===== src/rtl/traffic_light_monitor_pkg.sv =====
// Shared light definitions for Traffic_Light_Controller and traffic_light_monitor.
//   RED/YELLOW/GREEN : one-hot colour encodings on the 3-bit light buses
//   IDX_*            : bit/lane index of each light in packed light vectors
//   is_colour        : true for one of the three legal one-hot encodings
//   legal_step       : true for a legal colour change (G->Y, Y->R, R->G)
package traffic_light_defs;

    localparam logic [2:0] RED    = 3'b100;
    localparam logic [2:0] YELLOW = 3'b010;
    localparam logic [2:0] GREEN  = 3'b001;

    localparam int IDX_M1     = 0;
    localparam int IDX_M2     = 1;
    localparam int IDX_MT     = 2;
    localparam int IDX_S      = 3;
    localparam int NUM_LIGHTS = 4;

    function automatic logic is_colour(input logic [2:0] c);
        return (c == RED) || (c == YELLOW) || (c == GREEN);
    endfunction

    // Only meaningful for an actual change; a hold is not passed in here.
    function automatic logic legal_step(input logic [2:0] from_c, input logic [2:0] to_c);
        return ((from_c == GREEN)  && (to_c == YELLOW)) ||
               ((from_c == YELLOW) && (to_c == RED))    ||
               ((from_c == RED)    && (to_c == GREEN));
    endfunction

endpackage


===== src/rtl/traffic_light_monitor_seq.sv =====
// light_seq_checker: per-light colour history and checks.
//   clk, rst     : clock, synchronous active-high reset
//   sample_i     : light_i carries a registered sample this cycle
//   check_i      : history checks enabled (cleared for the post-reset baseline)
//   light_i      : registered light value
//   enc_err_o    : pulse, light_i not one-hot
//   seq_err_o    : pulse, illegal colour transition
//   yel_err_o    : pulse, yellow ended into red after fewer than MIN_YELLOW samples
//   changed_o    : pulse, valid colour differs from the previous valid colour
//   active_o     : valid green or yellow this cycle (for conflict checking)
module light_seq_checker
    import traffic_light_defs::*;
#(
    parameter int CNT_W      = 6,
    parameter int MIN_YELLOW = 2
) (
    input  logic       clk,
    input  logic       rst,
    input  logic       sample_i,
    input  logic       check_i,
    input  logic [2:0] light_i,
    output logic       enc_err_o,
    output logic       seq_err_o,
    output logic       yel_err_o,
    output logic       changed_o,
    output logic       active_o
);

    localparam logic [CNT_W-1:0] MIN_Y = CNT_W'(MIN_YELLOW);

    logic [2:0]       prev_q, prev_d;
    logic             prev_vld_q, prev_vld_d;
    logic [CNT_W-1:0] ycnt_q, ycnt_d;
    logic             valid;

    always_comb begin
        prev_d     = prev_q;
        prev_vld_d = prev_vld_q;
        ycnt_d     = ycnt_q;
        enc_err_o  = 1'b0;
        seq_err_o  = 1'b0;
        yel_err_o  = 1'b0;
        changed_o  = 1'b0;
        valid      = is_colour(light_i);
        active_o   = sample_i && valid && (light_i != RED);

        if (sample_i && !valid) begin
            enc_err_o = 1'b1;
        end

        if (sample_i && valid) begin
            prev_d     = light_i;
            prev_vld_d = 1'b1;
            if (light_i == YELLOW) begin
                ycnt_d = (&ycnt_q) ? ycnt_q : ycnt_q + 1'b1;
            end else begin
                ycnt_d = '0;
            end

            // prev_vld_q guards against a light whose baseline sample was not one-hot.
            if (check_i && prev_vld_q && (light_i != prev_q)) begin
                changed_o = 1'b1;
                seq_err_o = !legal_step(prev_q, light_i);
                yel_err_o = (prev_q == YELLOW) && (light_i == RED) && (ycnt_q < MIN_Y);
            end
        end
    end

    always_ff @(posedge clk) begin
        if (rst) begin
            prev_q     <= RED;
            prev_vld_q <= 1'b0;
            ycnt_q     <= '0;
        end else begin
            prev_q     <= prev_d;
            prev_vld_q <= prev_vld_d;
            ycnt_q     <= ycnt_d;
        end
    end

endmodule


===== src/rtl/traffic_light_monitor.sv =====
// traffic_light_monitor: passive checker on the controller's four light buses.
//   clk, rst       : clock, synchronous active-high reset
//   light_M1/M2/MT/S : observed lights (red 100, yellow 010, green 001)
//   err_enc        : sticky, a light was not one-hot
//   err_conflict   : sticky, conflicting lights active together
//   err_seq        : sticky, illegal colour transition
//   err_yellow     : sticky, yellow shorter than MIN_YELLOW
//   err_stall      : sticky, no light change for MAX_DWELL samples
//   err_light      : sticky per-light enc/seq/yellow errors, {S, MT, M2, M1}
//   phase_chg      : pulse when any light changes
//   phase_len      : length of the phase that just ended, valid with phase_chg
//   ok             : no sticky error set
module traffic_light_monitor
    import traffic_light_defs::*;
#(
    parameter int CNT_W      = 6,
    parameter int MIN_YELLOW = 2,
    parameter int MAX_DWELL  = 20
) (
    input  logic             clk,
    input  logic             rst,
    input  logic [2:0]       light_M1,
    input  logic [2:0]       light_M2,
    input  logic [2:0]       light_MT,
    input  logic [2:0]       light_S,
    output logic             err_enc,
    output logic             err_conflict,
    output logic             err_seq,
    output logic             err_yellow,
    output logic             err_stall,
    output logic [3:0]       err_light,
    output logic             phase_chg,
    output logic [CNT_W-1:0] phase_len,
    output logic             ok
);

    localparam logic [CNT_W-1:0] STALL_AT = CNT_W'(MAX_DWELL - 1);

    // Stage 1: registered inputs and their valid flag.
    logic [NUM_LIGHTS-1:0][2:0] s1_q;
    logic                       s1_vld_q;
    logic                       base_q, base_d;
    logic                       check;

    logic [NUM_LIGHTS-1:0] enc_e, seq_e, yel_e, chg, act;
    logic                  conflict;

    logic [CNT_W-1:0] dwell_q, dwell_d;
    logic [CNT_W-1:0] phase_len_q, phase_len_d;
    logic             phase_chg_q, phase_chg_d;
    logic             stall;

    logic             err_enc_q, err_conflict_q, err_seq_q, err_yellow_q, err_stall_q;
    logic [3:0]       err_light_q;

    function automatic logic [CNT_W-1:0] sat_inc(input logic [CNT_W-1:0] v);
        return (&v) ? v : v + 1'b1;
    endfunction

    always_ff @(posedge clk) begin
        if (rst) begin
            s1_q     <= '0;
            s1_vld_q <= 1'b0;
        end else begin
            s1_q[IDX_M1] <= light_M1;
            s1_q[IDX_M2] <= light_M2;
            s1_q[IDX_MT] <= light_MT;
            s1_q[IDX_S]  <= light_S;
            s1_vld_q     <= 1'b1;
        end
    end

    // History checks run only once the baseline sample has been absorbed.
    assign check = s1_vld_q && base_q;

    for (genvar i = 0; i < NUM_LIGHTS; i++) begin : g_light
        light_seq_checker #(
            .CNT_W      (CNT_W),
            .MIN_YELLOW (MIN_YELLOW)
        ) u_chk (
            .clk       (clk),
            .rst       (rst),
            .sample_i  (s1_vld_q),
            .check_i   (check),
            .light_i   (s1_q[i]),
            .enc_err_o (enc_e[i]),
            .seq_err_o (seq_e[i]),
            .yel_err_o (yel_e[i]),
            .changed_o (chg[i]),
            .active_o  (act[i])
        );
    end

    always_comb begin
        base_d      = base_q | s1_vld_q;
        dwell_d     = dwell_q;
        phase_len_d = phase_len_q;
        phase_chg_d = 1'b0;
        stall       = 1'b0;

        conflict = (act[IDX_S]  && (act[IDX_M1] || act[IDX_M2] || act[IDX_MT])) ||
                   (act[IDX_MT] && act[IDX_M2]);

        if (check) begin
            if (|chg) begin
                phase_len_d = sat_inc(dwell_q);
                phase_chg_d = 1'b1;
                dwell_d     = '0;
            end else begin
                dwell_d = sat_inc(dwell_q);
                stall   = (dwell_d >= STALL_AT);
            end
        end
    end

    always_ff @(posedge clk) begin
        if (rst) begin
            base_q         <= 1'b0;
            dwell_q        <= '0;
            phase_len_q    <= '0;
            phase_chg_q    <= 1'b0;
            err_enc_q      <= 1'b0;
            err_conflict_q <= 1'b0;
            err_seq_q      <= 1'b0;
            err_yellow_q   <= 1'b0;
            err_stall_q    <= 1'b0;
            err_light_q    <= '0;
        end else begin
            base_q         <= base_d;
            dwell_q        <= dwell_d;
            phase_len_q    <= phase_len_d;
            phase_chg_q    <= phase_chg_d;
            err_enc_q      <= err_enc_q      | (|enc_e);
            err_conflict_q <= err_conflict_q | conflict;
            err_seq_q      <= err_seq_q      | (|seq_e);
            err_yellow_q   <= err_yellow_q   | (|yel_e);
            err_stall_q    <= err_stall_q    | stall;
            err_light_q    <= err_light_q | enc_e | seq_e | yel_e;
        end
    end

    assign err_enc      = err_enc_q;
    assign err_conflict = err_conflict_q;
    assign err_seq      = err_seq_q;
    assign err_yellow   = err_yellow_q;
    assign err_stall    = err_stall_q;
    assign err_light    = err_light_q;
    assign phase_chg    = phase_chg_q;
    assign phase_len    = phase_len_q;
    assign ok           = !(err_enc_q || err_conflict_q || err_seq_q || err_yellow_q || err_stall_q);

endmodule


===== config.mk =====
export PLATFORM = sky130hd
export DESIGN_NAME = traffic_light_monitor
export DESIGN_NICKNAME = d
export VERILOG_FILES = /design/src/rtl/traffic_light_monitor_pkg.sv /design/src/rtl/traffic_light_monitor_seq.sv /design/src/rtl/traffic_light_monitor.sv
export SDC_FILE = /design/constraint.sdc
export NUM_CORES = 1
export LEC_CHECK = 0
export CELL_PAD_IN_SITES_DETAIL_PLACEMENT = 0
export CELL_PAD_IN_SITES_GLOBAL_PLACEMENT = 1
export CORE_UTILIZATION = 48
export CTS_CLUSTER_DIAMETER = 150
export DETAILED_ROUTE_END_ITERATION = 8
export HOLD_SLACK_MARGIN = 0.1
export PLACE_DENSITY_LB_ADDON = 0.3
export SYNTH_ARGS = -nofsm -noshare
export SYNTH_HDL_FRONTEND = slang
export SYNTH_SLANG_ARGS = --single-unit

===== constraint.sdc =====
create_clock -name clk -period 3.5 [get_ports clk]
set_input_delay 0.35 -clock clk [delete_from_list [all_inputs] [get_ports clk]]
set_output_delay 0.35 -clock clk [all_outputs]
set_load 0.02 [all_outputs]

# Word level (Yosys, flattened, before mapping)
# Cells that the tools add are included.
# word_totals
register_bits	76
inputBits	14
out_inout_bits	17
wordCells	211
# op_classes
add_sub_neg	5
magnitude_cmp	5
eq_ne	36
mux	42
bitwise_logic	10
n_reduce_logical	86
# op_table
operator	count
6-bit two-way mux	10
1-bit logical AND	39
1-bit two-way mux	32
6-bit by 1-bit adder with 6-bit output (second input constant)	5
6-bit AND reduction	5
3-bit by 1-bit equality test with 1-bit output (second input constant)	8
3-bit by 2-bit equality test with 1-bit output (second input constant)	8
3-bit equality test (second input constant)	8
6-bit by 2-bit < comparator with 1-bit output (second input constant)	4
1-bit logical OR	23
4-bit OR reduction	4
3-bit inequality test	4
3-bit inequality test (second input constant)	4
4-bit bitwise OR	3
2-bit AND reduction	5
1-bit zero test	9
2-bit inequality test (second input constant)	4
6-bit by 5-bit >= comparator with 1-bit output (second input constant)	1
1-bit bitwise OR	6
2-bit OR reduction	1
1-bit NOT	1

# Logic depth before layout (Yosys ltp)
# Gate-level depths: netlist of run 1.
# logic_depth
depth_word	10
mapped_depth	8
ltp_nobuf	6

# Cells and area by module
# A second synthesis of run 1 with hierarchy kept.
# unflattened
cells_unflattened	527
area_unflattened_um2	4261.6
# by_module_without_submodules
mod	instances	cells_per_inst	area_per_inst_um2
light_seq_checker	4	95	733.2
traffic_light_monitor	1	147	1328.8

# Worst setup path after synthesis of run 1
# Ideal clock, no wire load.
# synth_timing
path_type	reg2reg
start	register s1_q[4] in the netlist's numbering
end	register dwell_q[1]
t_arrival_ns	1.817
path_slack_ns	1.609
path_stages_with_launch	8
n_path_buf	2
period_less_slack_ns	1.891
path_cell_list	dfxtp_1 -> buf_6 -> xor2_1 -> o311a_1 -> and2_4 -> buf_6 -> or4_1 -> a31oi_1
# synth_between
elab_chain_len	7
word_cells_on_any_way	12
cone_classes	4 x eq/ne; 3 x mux; 5 x reduce/logical
# synth_rtl
element	line	text
from (decl)	traffic_light_monitor.sv:40	logic [NUM_LIGHTS-1:0][2:0] s1_q;
from (signal, indexed assignment)	traffic_light_monitor.sv:65	s1_q[IDX_M1] <= light_M1;
from (signal, indexed assignment)	traffic_light_monitor.sv:66	s1_q[IDX_M2] <= light_M2;
from (signal, indexed assignment)	traffic_light_monitor.sv:67	s1_q[IDX_MT] <= light_MT;
3-bit equality test or 3-bit by 2-bit equality test with 1-bit output (tied branches)	traffic_light_monitor_pkg.sv:19	return (c == RED) || (c == YELLOW) || (c == GREEN);
1-bit logical OR (2 in series)	traffic_light_monitor_pkg.sv:19	
1-bit logical AND	traffic_light_monitor_seq.sv:51	if (sample_i && valid) begin
1-bit two-way mux *	traffic_light_monitor_seq.sv:51	
4-bit OR reduction *	traffic_light_monitor.sv:105	if (|chg) begin
6-bit two-way mux *	traffic_light_monitor.sv:105	
to (signal assigned)	traffic_light_monitor.sv:130	dwell_q <= dwell_d;
to (decl)	traffic_light_monitor.sv:48	logic [CNT_W-1:0] dwell_q, dwell_d;
# Every way passes the cells marked *; elsewhere a longest branch is shown, timed or not.
# A chain may end at the register's enable or synchronous reset.

# Worst setup path after layout of run 1
# layout_timing
start	register s1_q[7] in the netlist's numbering
end	register phase_len_q[3] (netlist: phase_len[3])
# layout_between
elab_chain_len	7
word_cells_on_any_way	12
cone_classes	4 x eq/ne; 2 x mux; 6 x reduce/logical
# layout_rtl
element	line	text
3-bit equality test or 3-bit by 2-bit equality test with 1-bit output (tied branches)	traffic_light_monitor_pkg.sv:19	
1-bit logical OR (2 in series)	traffic_light_monitor_pkg.sv:19	
1-bit logical AND	traffic_light_monitor_seq.sv:51	
1-bit two-way mux *	traffic_light_monitor_seq.sv:51	
4-bit OR reduction *	traffic_light_monitor.sv:105	
2-bit AND reduction (no line) *	--	
to (signal assigned)	traffic_light_monitor.sv:131	phase_len_q <= phase_len_d;
to (decl)	traffic_light_monitor.sv:49	logic [CNT_W-1:0] phase_len_q, phase_len_d;
# Marked as above.

==> results of run 1 <==
## cells by family after synthesis
| logic type | after synthesis | share of synthesized area (%) |
|---|---|---|
| adder cells (fa/ha/maj) | 5 | 1.568 |
| buffers and inverters | 41 | 6.430 |
| flip-flops | 76 | 38.14 |
| AND/OR/NAND/NOR | 208 | 28.42 |
| XOR/XNOR | 40 | 8.783 |
| AO/OA/AOI/OAI | 101 | 16.66 |
## state kept, by name, summed over array words and instances (netlist names)
signal,flops
err_seq,1
dwell_q,6
g_light.u_chk.prev_vld_q,4
err_enc,1
phase_len,6
s1_q,12
g_light.u_chk.prev_q,12
phase_chg,1
base_q,1
g_light.u_chk.ycnt_q,24
s1_vld_q,1
err_yellow,1
err_light,4
err_conflict,1
err_stall,1
## stage by stage
step                      utilization (%)  worst slack, ns
after floorplan                         -            1.609
after global placement              53.35            1.149
after detailed placement            53.35            1.064
after CTS                           56.19            1.036
after global routing                56.19           0.7599
final                               56.19            1.012
## per-layer routing
layer / GRT usage, % / share of wire [%] / up-vias
li1: - / - / 1737
met3: 4.309 / 5.3 / 7
met5: 0 / 0 / -
met4: 8.077 / 1.2 / 0
met1: 30.96 / 49 / 1587
met2: 33.76 / 45 / 98
## cells in the final DEF, fill, tap and decap left out, drive strengths merged, types with 5 or more instances in the layout
cell / synthesis / layout
dfxtp: 76 / 76
nor2: 52 / 52
nand2: 33 / 33
a21oi: 30 / 30
clkdlybuf4s50: 0 / 29
o21ai: 22 / 22
xor2: 21 / 21
xnor2: 19 / 19
nor3: 16 / 16
nor2b: 15 / 15
nor4: 14 / 14
nand4: 13 / 13
nand3: 12 / 12
clkbuf: 17 / 11
inv: 10 / 10
and2: 10 / 10
nor3b: 9 / 9
a31oi: 9 / 9
nor4bb: 6 / 6
nand2b: 5 / 5
a41oi: 5 / 5
nand3b: 5 / 5
ha: 5 / 5
o311ai: 5 / 5
## power by group through the flow
stage / clock [mW] / sequential, mW / combinational [mW]
final: 0.757 / 0.951 / 0.204
after global routing: 0.822 / 0.958 / 0.228
after CTS: 0.774 / 0.950 / 0.205
after detailed placement: 0 / 0.970 / 0.204
after global placement: 0 / 0.968 / 0.201
after floorplan: 0 / 0.952 / 0.158
## layout make-up
class | instances | area, um2 | area share (%)
Multi-Input combinational cell | 354 | 2211 | 49.89
Sequential cell | 76 | 1521 | 34.33
Timing Repair Buffer | 32 | 310.3 | 7.002
Clock buffer | 11 | 151.4 | 3.416
Tap cell | 102 | 127.6 | 2.880
Clock inverter | 4 | 72.57 | 1.637
Inverter | 10 | 37.54 | 0.8470
## critical path: cells and delay by family, from the launching register on
kind / cells / cell delay (ns)
and+or+nand+nor: 1 / 0.19
AOI/OAI and AO/OA: 3 / 1.53
DFF: 1 / 0.52
xor gates and xnor gates: 1 / 0.16
## final timing paths
path | endpoint | slack, ns | depth (start not counted)
setup / recovery | phase_len[3] | 1.01 | 5
hold / removal | g_light[0].u_chk.prev_vld_q | 0.45 | 2
setup reg to reg | phase_len[3] | 1.01 | 5
hold reg to reg | g_light[2].u_chk.prev_vld_q | 0.47 | 2
==> run_results.csv, run 1 <==
group,metric,value,unit
timing,worst_slew_pin_slew,0.8564,ns
worst_setup_path,critPathKind,"reg -> reg",
yosys,syn-num-nets,490,
hold_path,hold_start,"rst",
timing,relSlewSlack,42.66,%
yosys,yosysWarnings,0,
floorplanning,io_pins,31,
floorplanning,die_w,93.16,um
routing,wire_per_inst,15.21,um
power_and_ir_drop,p_seq_share,49.7,%
clock_tree,cts-htree-levels,3,
worst_setup_path,r2r-start,"s1_q[7]",
power_and_ir_drop,p_int,1.427,mW
timing,fmax,402.0,MHz
final_layout,diodes,0,
power_and_ir_drop,power_density,431.3,mW/mm2
grt,first_global_vias,3105,
routing,ant_nets,0,
place,placed_cells,574,
yosys,yosysTopAreaCellShare,38.14,%
timing,rsz0062_at_grt,"no",
place,port_buffers,30,
clock_tree,cts_resized,0,
clock_tree,post_cts_buffers,0,
power_and_ir_drop,p_sw,484.7,uW
clock_tree,postCtsHoldBufs,0,
clock_tree,path_clk_slew,0.08,ns
routing,routed_wl,8959,um
grt,grt_pass1_wl,15280,um
clock_tree,cts.sinks,76,
grt,grt.overflow.total,0,
timing,fin_setup_tns,0,ns
routing,drc,0,
final_layout,fin_cells,589,
hold_path,hold_class,"in -> reg",
place,dpl_cell_area,0.004208,mm2
yosys,yosys-top-cells-count,"dfxtp_1, nor2_1, nand2_1",
yosys,ys_ff_latch,76,
timing,drv_slew,0,
yosys,synth_most_common_cell,"dfxtp_1",
worst_setup_path,required,3.76,ns
yosys,syn_area,0.003989,mm2
yosys,synthCells,471,
routing,drt_pass1_iterations,4,
worst_setup_path,cpMaxStageDelayCell,"o211ai_1",
worst_setup_path,critPathLaunch,"s1_q[7]",
timing,skew,0.01068,ns
clock_tree,clk_path_buf_depth,2,
final_layout,finalNetCount,502,
floorplanning,dieArea,0.008679,mm2
grt,antenna_found_initial,0,
worst_setup_path,crit_fanout,12,
timing,post-route-period-util,71.07,%
floorplanning,coreArea,0.007888,mm2
final_layout,syn_to_final_growth,11.10,%
routing,vias_per_cell,5.822,
yosys,synth_flop_cell,"dfxtp_1",
worst_setup_path,cp-end-kind,"flip-flop",
power_and_ir_drop,p_clk_share,39.6,%
final_layout,final_cell_area,0.004432,mm2
grt,grt_max_degree,30,
clock_tree,cts-root-buf,"clkbuf_8",
floorplanning,initial_core_util,50.57,%
floorplanning,dieHeight,93.16,um
final_layout,fillers,726,
floorplanning,rows,32,
place,hpwlAfterDp,6220,um
status,status,"completed",
yosys,yosysSeqAreaShare,38.14,%
clock_tree,numCtsBuffers,9,
power_and_ir_drop,power.switching_fraction,25.36,%
final_layout,drive_gt1_share,4.517,%
timing,whs,0.4534,ns
yosys,yosys-top-cells-area,"dfxtp_1, nor2_1, xor2_1",
place,place_congestion,0.8281,
worst_setup_path,worstPathArrival,2.74,ns
routing,first_iter_violations,180,
routing,vias,3429,
power_and_ir_drop,p_leak,1.535,nW
power_and_ir_drop,peakVddDrop,198.3,uV
timing,setup_viol,0,
worst_setup_path,crit_chain,"xor2_1 -> o211ai_1 -> o22a_1 -> nand3_1 -> a311oi_1",
yosys,synth_top_cell_by_area,"dfxtp_1",
flow_run,maxCapViolations,0,
yosys,avgSynthCellArea,8.469,um2
power_and_ir_drop,power,1.912,mW
yosys,synth_edf_count,0,
yosys,async_flop_share,0,%
worst_setup_path,cp_slowest_stage_delay,0.71,ns
power_and_ir_drop,combPwrFrac,10.7,%
timing,finalHoldViolations,0,
clock_tree,cts_tree,"built",
clock_tree,clock_latency,0.35,ns
worst_setup_path,crit_path_start_kind,"flip-flop",
timing,final.min_clock_period,2.488,ns
grt,grtUsageTotal,22.15,%
yosys,synth_cell_types,52,
Power figures use the tool's default switching activity.
==> run 2, diff against run 1 <==
--- a/config.mk
+++ b/config.mk
@@ -7,7 +7,7 @@
 export LEC_CHECK = 0
 export CELL_PAD_IN_SITES_DETAIL_PLACEMENT = 0
 export CELL_PAD_IN_SITES_GLOBAL_PLACEMENT = 1
-export CORE_UTILIZATION = 48
+export CORE_UTILIZATION = 40
 export CTS_CLUSTER_DIAMETER = 150
 export DETAILED_ROUTE_END_ITERATION = 8
 export HOLD_SLACK_MARGIN = 0.1
==> constraint.sdc (replaced) <==
create_clock -name clk -period 2 [get_ports clk]
set_input_delay 0.2 -clock clk [delete_from_list [all_inputs] [get_ports clk]]
set_output_delay 0.2 -clock clk [all_outputs]
set_load 0.02 [all_outputs]
==> run 2 against run 1 <==
  * Power rose by 83%
  * Non-clock buffer count increased by 45
  * Combinational power is 130% higher
  * Critical endpoint is now dwell_q[1]
  * Flip-flop and latch count is the same
  * Worst setup slack lost 0.92 ns
  * Wire length increased by 8.7%
  * Critical path type unchanged
  * Largest cell class unchanged
  * Die area up 20%
  * Sequential share of layout area fell by 2.9 points
  * Highest routed layer unchanged
  * Count of clock-buffer cells in the layout unchanged
  * Register-to-register slack got worse by 0.92 ns
==> run_results.csv, run 2 (synthesis results as in run 1) <==
group,metric,value,unit
status,status,"completed",
flow_run,maxCapViolations,0,
final_layout,drive_gt1_share,13.32,%
final_layout,layout_commonest_cell,"dfxtp_1",
floorplanning,rows,36,
clock_tree,cts.sinks,76,
clock_tree,postCtsHoldBufs,0,
hold_path,hold_class,"in -> reg",
final_layout,syn_to_final_growth,21.46,%
clock_tree,cts-root-buf,"clkbuf_8",
worst_setup_path,cp-end-kind,"flip-flop",
power_and_ir_drop,power,3.499,mW
final_layout,regArea,0.001523,mm2
clock_tree,clock_latency,0.35,ns
timing,fmax,524.6,MHz
floorplanning,dieHeight,101.9,um
place,port_buffers,30,
worst_setup_path,required,2.28,ns
grt,first_global_vias,3311,
power_and_ir_drop,combPwrFrac,13.3,%
floorplanning,io_pins,31,
power_and_ir_drop,peakVddDrop,320.8,uV
final_layout,layout_common_cells,"dfxtp_1, nor2_1, buf_4",
routing,drt_pass1_iterations,5,
worst_setup_path,worstPathArrival,2.19,ns
worst_setup_path,critPathKind,"reg -> reg",
routing,wire_per_inst,14.62,um
clock_tree,cts-htree-levels,3,
routing,ant_nets,0,
place,dpl_cell_area,0.004584,mm2
routing,vias,3609,
final_layout,regMostFlops,"g_light.u_chk.ycnt_q",
timing,skew,0.007298,ns
worst_setup_path,crit_fanout,6,
timing,setup_viol,0,
power_and_ir_drop,p_seq_share,46.7,%
grt,grt_max_degree,36,
final_layout,final_cell_area,0.004845,mm2
clock_tree,numCtsBuffers,9,
timing,fin_setup_tns,0,ns
floorplanning,dieArea,0.01038,mm2
routing,drc,0,
final_layout,multi_input_area,0.002240,mm2
worst_setup_path,crit_chain,"xor2_1 -> o311a_1 -> and2_1 -> or4_1 -> a31oi_1",
worst_setup_path,path_buf_inv,0,
place,hpwlAfterDp,6934,um
power_and_ir_drop,p_int,2.618,mW
timing,finalHoldViolations,0,
clock_tree,clk_path_buf_depth,2,
power_and_ir_drop,p_clk_share,40.1,%
worst_setup_path,cpLargestDelayFamily,"simple AND/OR/NAND/NOR gates",
worst_setup_path,cp_slowest_stage_delay,0.52,ns
grt,grtUsageTotal,19.93,%
timing,post-route-period-util,95.32,%
final_layout,finalNetCount,547,
floorplanning,initial_core_util,41.00,%
clock_tree,path_clk_slew,0.08,ns
timing,relSlewSlack,60.16,%
grt,grt.overflow.total,0,
final_layout,fillers,989,
routing,first_iter_violations,157,
power_and_ir_drop,power.switching_fraction,25.17,%
final_layout,reg_top3,"g_light.u_chk.ycnt_q: 24 flops, g_light.u_chk.prev_q: 12 flops, s1_q: 12 flops",
clock_tree,cts_tree,"built",
floorplanning,coreArea,0.009729,mm2
timing,rsz0062_at_grt,"no",
power_and_ir_drop,p_leak,1.764,nW
routing,vias_per_cell,5.419,
timing,worst_slew_pin_slew,0.5949,ns
worst_setup_path,cpMaxStageDelayCell,"or4_1",
power_and_ir_drop,power_density,722.2,mW/mm2
place,place_congestion,0.8736,
power_and_ir_drop,p_sw,880.6,uW
final_layout,largest_reg_flops,24,
grt,grt_pass1_wl,16080,um
timing,final.min_clock_period,1.906,ns
timing,drv_slew,0,
floorplanning,die_w,101.9,um
grt,antenna_found_initial,0,
final_layout,diodes,0,
worst_setup_path,crit_path_start_kind,"flip-flop",
routing,routed_wl,9734,um
[run 2: what timing repair did]
| item | CTS | global route |
|---|---|---|
| setup endpoints to repair | 1 | 6 |
| setup buffers | 0 | 0 |
| gates resized for setup | 1 | 6 |
| cloned | 0 | 0 |
| hold endpoints to repair | 0 | 0 |
[run 2: layer usage]
metal	up-vias	GRT usage (%)	wire [um]	part of all wire [%]
met3	13	2.873	272	2.8
met5	-	0	0	0
met1	1723	26.05	4588	47
li1	1823	-	-	-
met2	50	33.52	4729	49
met4	0	7.253	143	1.5
[run 2: power by group through the flow]
stage                     Sequential (mW)  Combinational [mW]  Clock [mW]
after floorplan                      1.67               0.277           0
after global placement               1.66               0.456           0
after detailed placement             1.66               0.462           0
after CTS                            1.63               0.462        1.43
after global routing                 1.64               0.514        1.49
final                                1.63               0.465        1.40
[run 2: through the flow]
step	hold slack (ns)	cells	setup slack, ns	util [%]
after floorplan	0.3282	471	0.1086	-
after global placement	0.4447	650	0.1061	47.12
after detailed placement	0.4619	650	0.02983	47.12
after CTS	0.1696	666	0.02335	49.49
after global routing	0.2017	666	0.006462	49.79
final	0.1831	666	0.09367	49.79
[run 2: cell type report]
class | count | share of cell area, %
well taps | 133 | 3.435
repair buffers | 77 | 13.35
clock buffers | 11 | 2.712
multi-input cells | 354 | 46.23
inverters | 10 | 0.7748
clock inverters | 5 | 2.066
flip-flops and latches | 76 | 31.43
[run 2: worst register-to-register path, stage by stage, from the launching register on]
cell	delay, ns
dfxtp_1	0.45
xor2_1	0.10
o311a_1	0.36
and2_1	0.24
or4_1	0.52
a31oi_1	0.16
[run 2: worst paths after layout]
path | from | to | slack, ns | depth (start not counted)
worst min register to register | g_light[2].u_chk.prev_vld_q | g_light[2].u_chk.prev_vld_q | 0.49 | 2
worst min-delay path | rst | base_q | 0.18 | 2
worst max register to register | s1_q[1] | dwell_q[1] | 0.09 | 5
worst max-delay path | s1_q[1] | dwell_q[1] | 0.09 | 5
==> run 3, diff against run 2 <==
--- a/config.mk
+++ b/config.mk
@@ -10,7 +10,7 @@
 export CORE_UTILIZATION = 40
 export CTS_CLUSTER_DIAMETER = 150
 export DETAILED_ROUTE_END_ITERATION = 8
-export HOLD_SLACK_MARGIN = 0.1
+export HOLD_SLACK_MARGIN = 0.06
 export PLACE_DENSITY_LB_ADDON = 0.3
 export SYNTH_ARGS = -nofsm -noshare
 export SYNTH_HDL_FRONTEND = slang
==> results of run 3 <==
No change in the layout: final DEF, timing and power equal those of run 2.
==> RTL edit (settings of run 2) <==
Register the output `err_yellow` once more, with the module's reset; this adds one clock of latency there. The other outputs are not delayed to match.
--- a/src/rtl/traffic_light_monitor.sv
+++ b/src/rtl/traffic_light_monitor.sv
@@ -144,3 +144,9 @@
     assign err_seq      = err_seq_q;
-    assign err_yellow   = err_yellow_q;
+    always_ff @(posedge clk) begin
+        if (rst) begin
+            err_yellow <= '0;
+        end else begin
+            err_yellow <= err_yellow_q;
+        end
+    end
     assign err_stall    = err_stall_q;
Formal check against the unedited RTL: not equivalent (a bounded check fails within 4 cycles, from zero or initial values and one cycle with rst high).
==> RTL edit against run 2 <==
  * Sequential cell count increased by 1
  * Fmax increased by 1.9%
  * Cell area decreased by 0.72%
  * Total power decreased by 4.1%
  * Clock power decreased by 11%
  * Synthesized area increased by 1.0%
  * Synthesized cell count decreased by 1.7%
  * Die area increased by 0.98%
  * Setup slack improved by 0.035 ns
  * Core utilization decreased by 0.59 points
  * Routed wire length decreased by 6.8%
==> RTL edit: results (changes against run 2) <==
* Result of the run: finished, final reports clean
* Final cell count without fillers at 645 (-3.2%)
* Sw frac at 0.261 (+0.00980)
* Clock skew at 0.0102 ns (+0.00289 ns)
* Area after DPL at 4590 µm² (+0.22%)
* Met1 Wirelength at 4440 µm (-3.3%)
* First-pass GRT wire length at 15000 µm (-6.9%)
* Initial DRC Count at 59 (-62%)
* Met3 routed WL at 320 µm (+18%)
* Layout cells sized above 1 at 0.150 (+0.0172)
* Hold endpoint: s1_vld_q$_DFF_P_
* Fill count at 965 (-2.4%)
* Hold WS at 0.244 ns (+0.0608 ns)
* Slowest CP cell: dfxtp_1
* Post-DP HPWL at 6560 µm (-5.4%)
* Max-slew headroom at 0.598 (-0.00389)
* Sequential area share after synthesis at 0.383 (+0.00118)
* Distinct cells, synth at 61 (+17%)
* Grt met2 use at 0.295 (-0.0405)
* H-tree Lvls at 3 (unchanged)
* Minimum clock period at 1.87 ns (-0.0352 ns)
* Number of global-route vias before repair at 3191 (-3.6%)
* Max IR drop VDD at 0.334 mV (+4.2%)
* WL/cell at 14.1 µm (-3.8%)
* Placed Cells incl. Taps at 629 (-3.2%)
* R2R depth at 6 (+1)
* Gpl congestion at 0.788 (-9.8%)
* Synth Warn # at 0 (unchanged)
* GRT Util Overall at 0.184 (-0.0149)
* Critical Path Fanout Max at 10 (+4)
* Number of vias per cell at 5.34 (-1.5%)
* Met1 usage at 0.242 (-0.0189)
* Worst slack at placement at 0.0747 ns (+0.0449 ns)
* DR pass1 iterations at 6 (+1)
* Dominant cells by area after synthesis: dfxtp_1 38%, xnor2_1 4.8%, nor2_1 4.6%
* Crit path DAT at 2.15 ns (-0.04 ns)
* P_leak at 1.66 nW (-6.1%)
* Met2 Routed Length at 4110 µm (-13%)
==> RTL edit: changes by cell type in the layout (fill, tap and decap cells not counted), moves of 5 or more <==
| cell | before | now |
|---|---|---|
| buf_4 | 47 | 36 |
| nor4_1 | 14 | 5 |
| and2_1 | 9 | 1 |
| nor4b_2 | 1 | 7 |
| nand2_1 | 33 | 28 |
| o21ai_0 | 22 | 27 |
==> RTL edit: critical path, delay by kind of cell, from the launching register on <==
kind                      cells  cell delay, ns
AOI/OAI and AO/OA             3            0.43
xor gates and xnor gates      1            0.16
buffers and inverters         1            0.17
DFF                           1            0.52
and+or+nand+nor               1            0.52
==> RTL edit: area by class of cell <==
| type | count | area [µm²] | area share |
|---|---|---|---|
| well taps | 133 | 166 | 0.0346 |
| multi-input cells | 340 | 2270 | 0.473 |
| repair buffers | 66 | 564 | 0.117 |
| clock buffers | 13 | 169 | 0.0351 |
| inverters | 13 | 48.8 | 0.0101 |
| clock inverters | 3 | 42.5 | 0.00884 |
| flip-flops and latches | 77 | 1550 | 0.321 |
==> RTL edit: power groups by stage <==
stage	clock network, mW	logic [mW]	registers, mW
after floorplan	0	0.295	1.69
after global placement	0	0.441	1.71
after detailed placement	0	0.444	1.71
after CTS	1.29	0.443	1.67
after global routing	1.35	0.486	1.68
final	1.24	0.439	1.67
==> RTL edit: cells by family (layout without fill, tap and decap cells) <==
family | after synthesis | after routing | share of synthesized area
AO/OA/AOI/OAI | 110 | 110 | 0.192
XOR/XNOR | 39 | 39 | 0.0866
adder cells (fa/ha/maj) | 5 | 5 | 0.0155
buffers and inverters | 46 | 95 | 0.0534
flip-flops | 77 | 77 | 0.383
multiplexers | 1 | 1 | 0.00248
AND/OR/NAND/NOR | 185 | 185 | 0.267
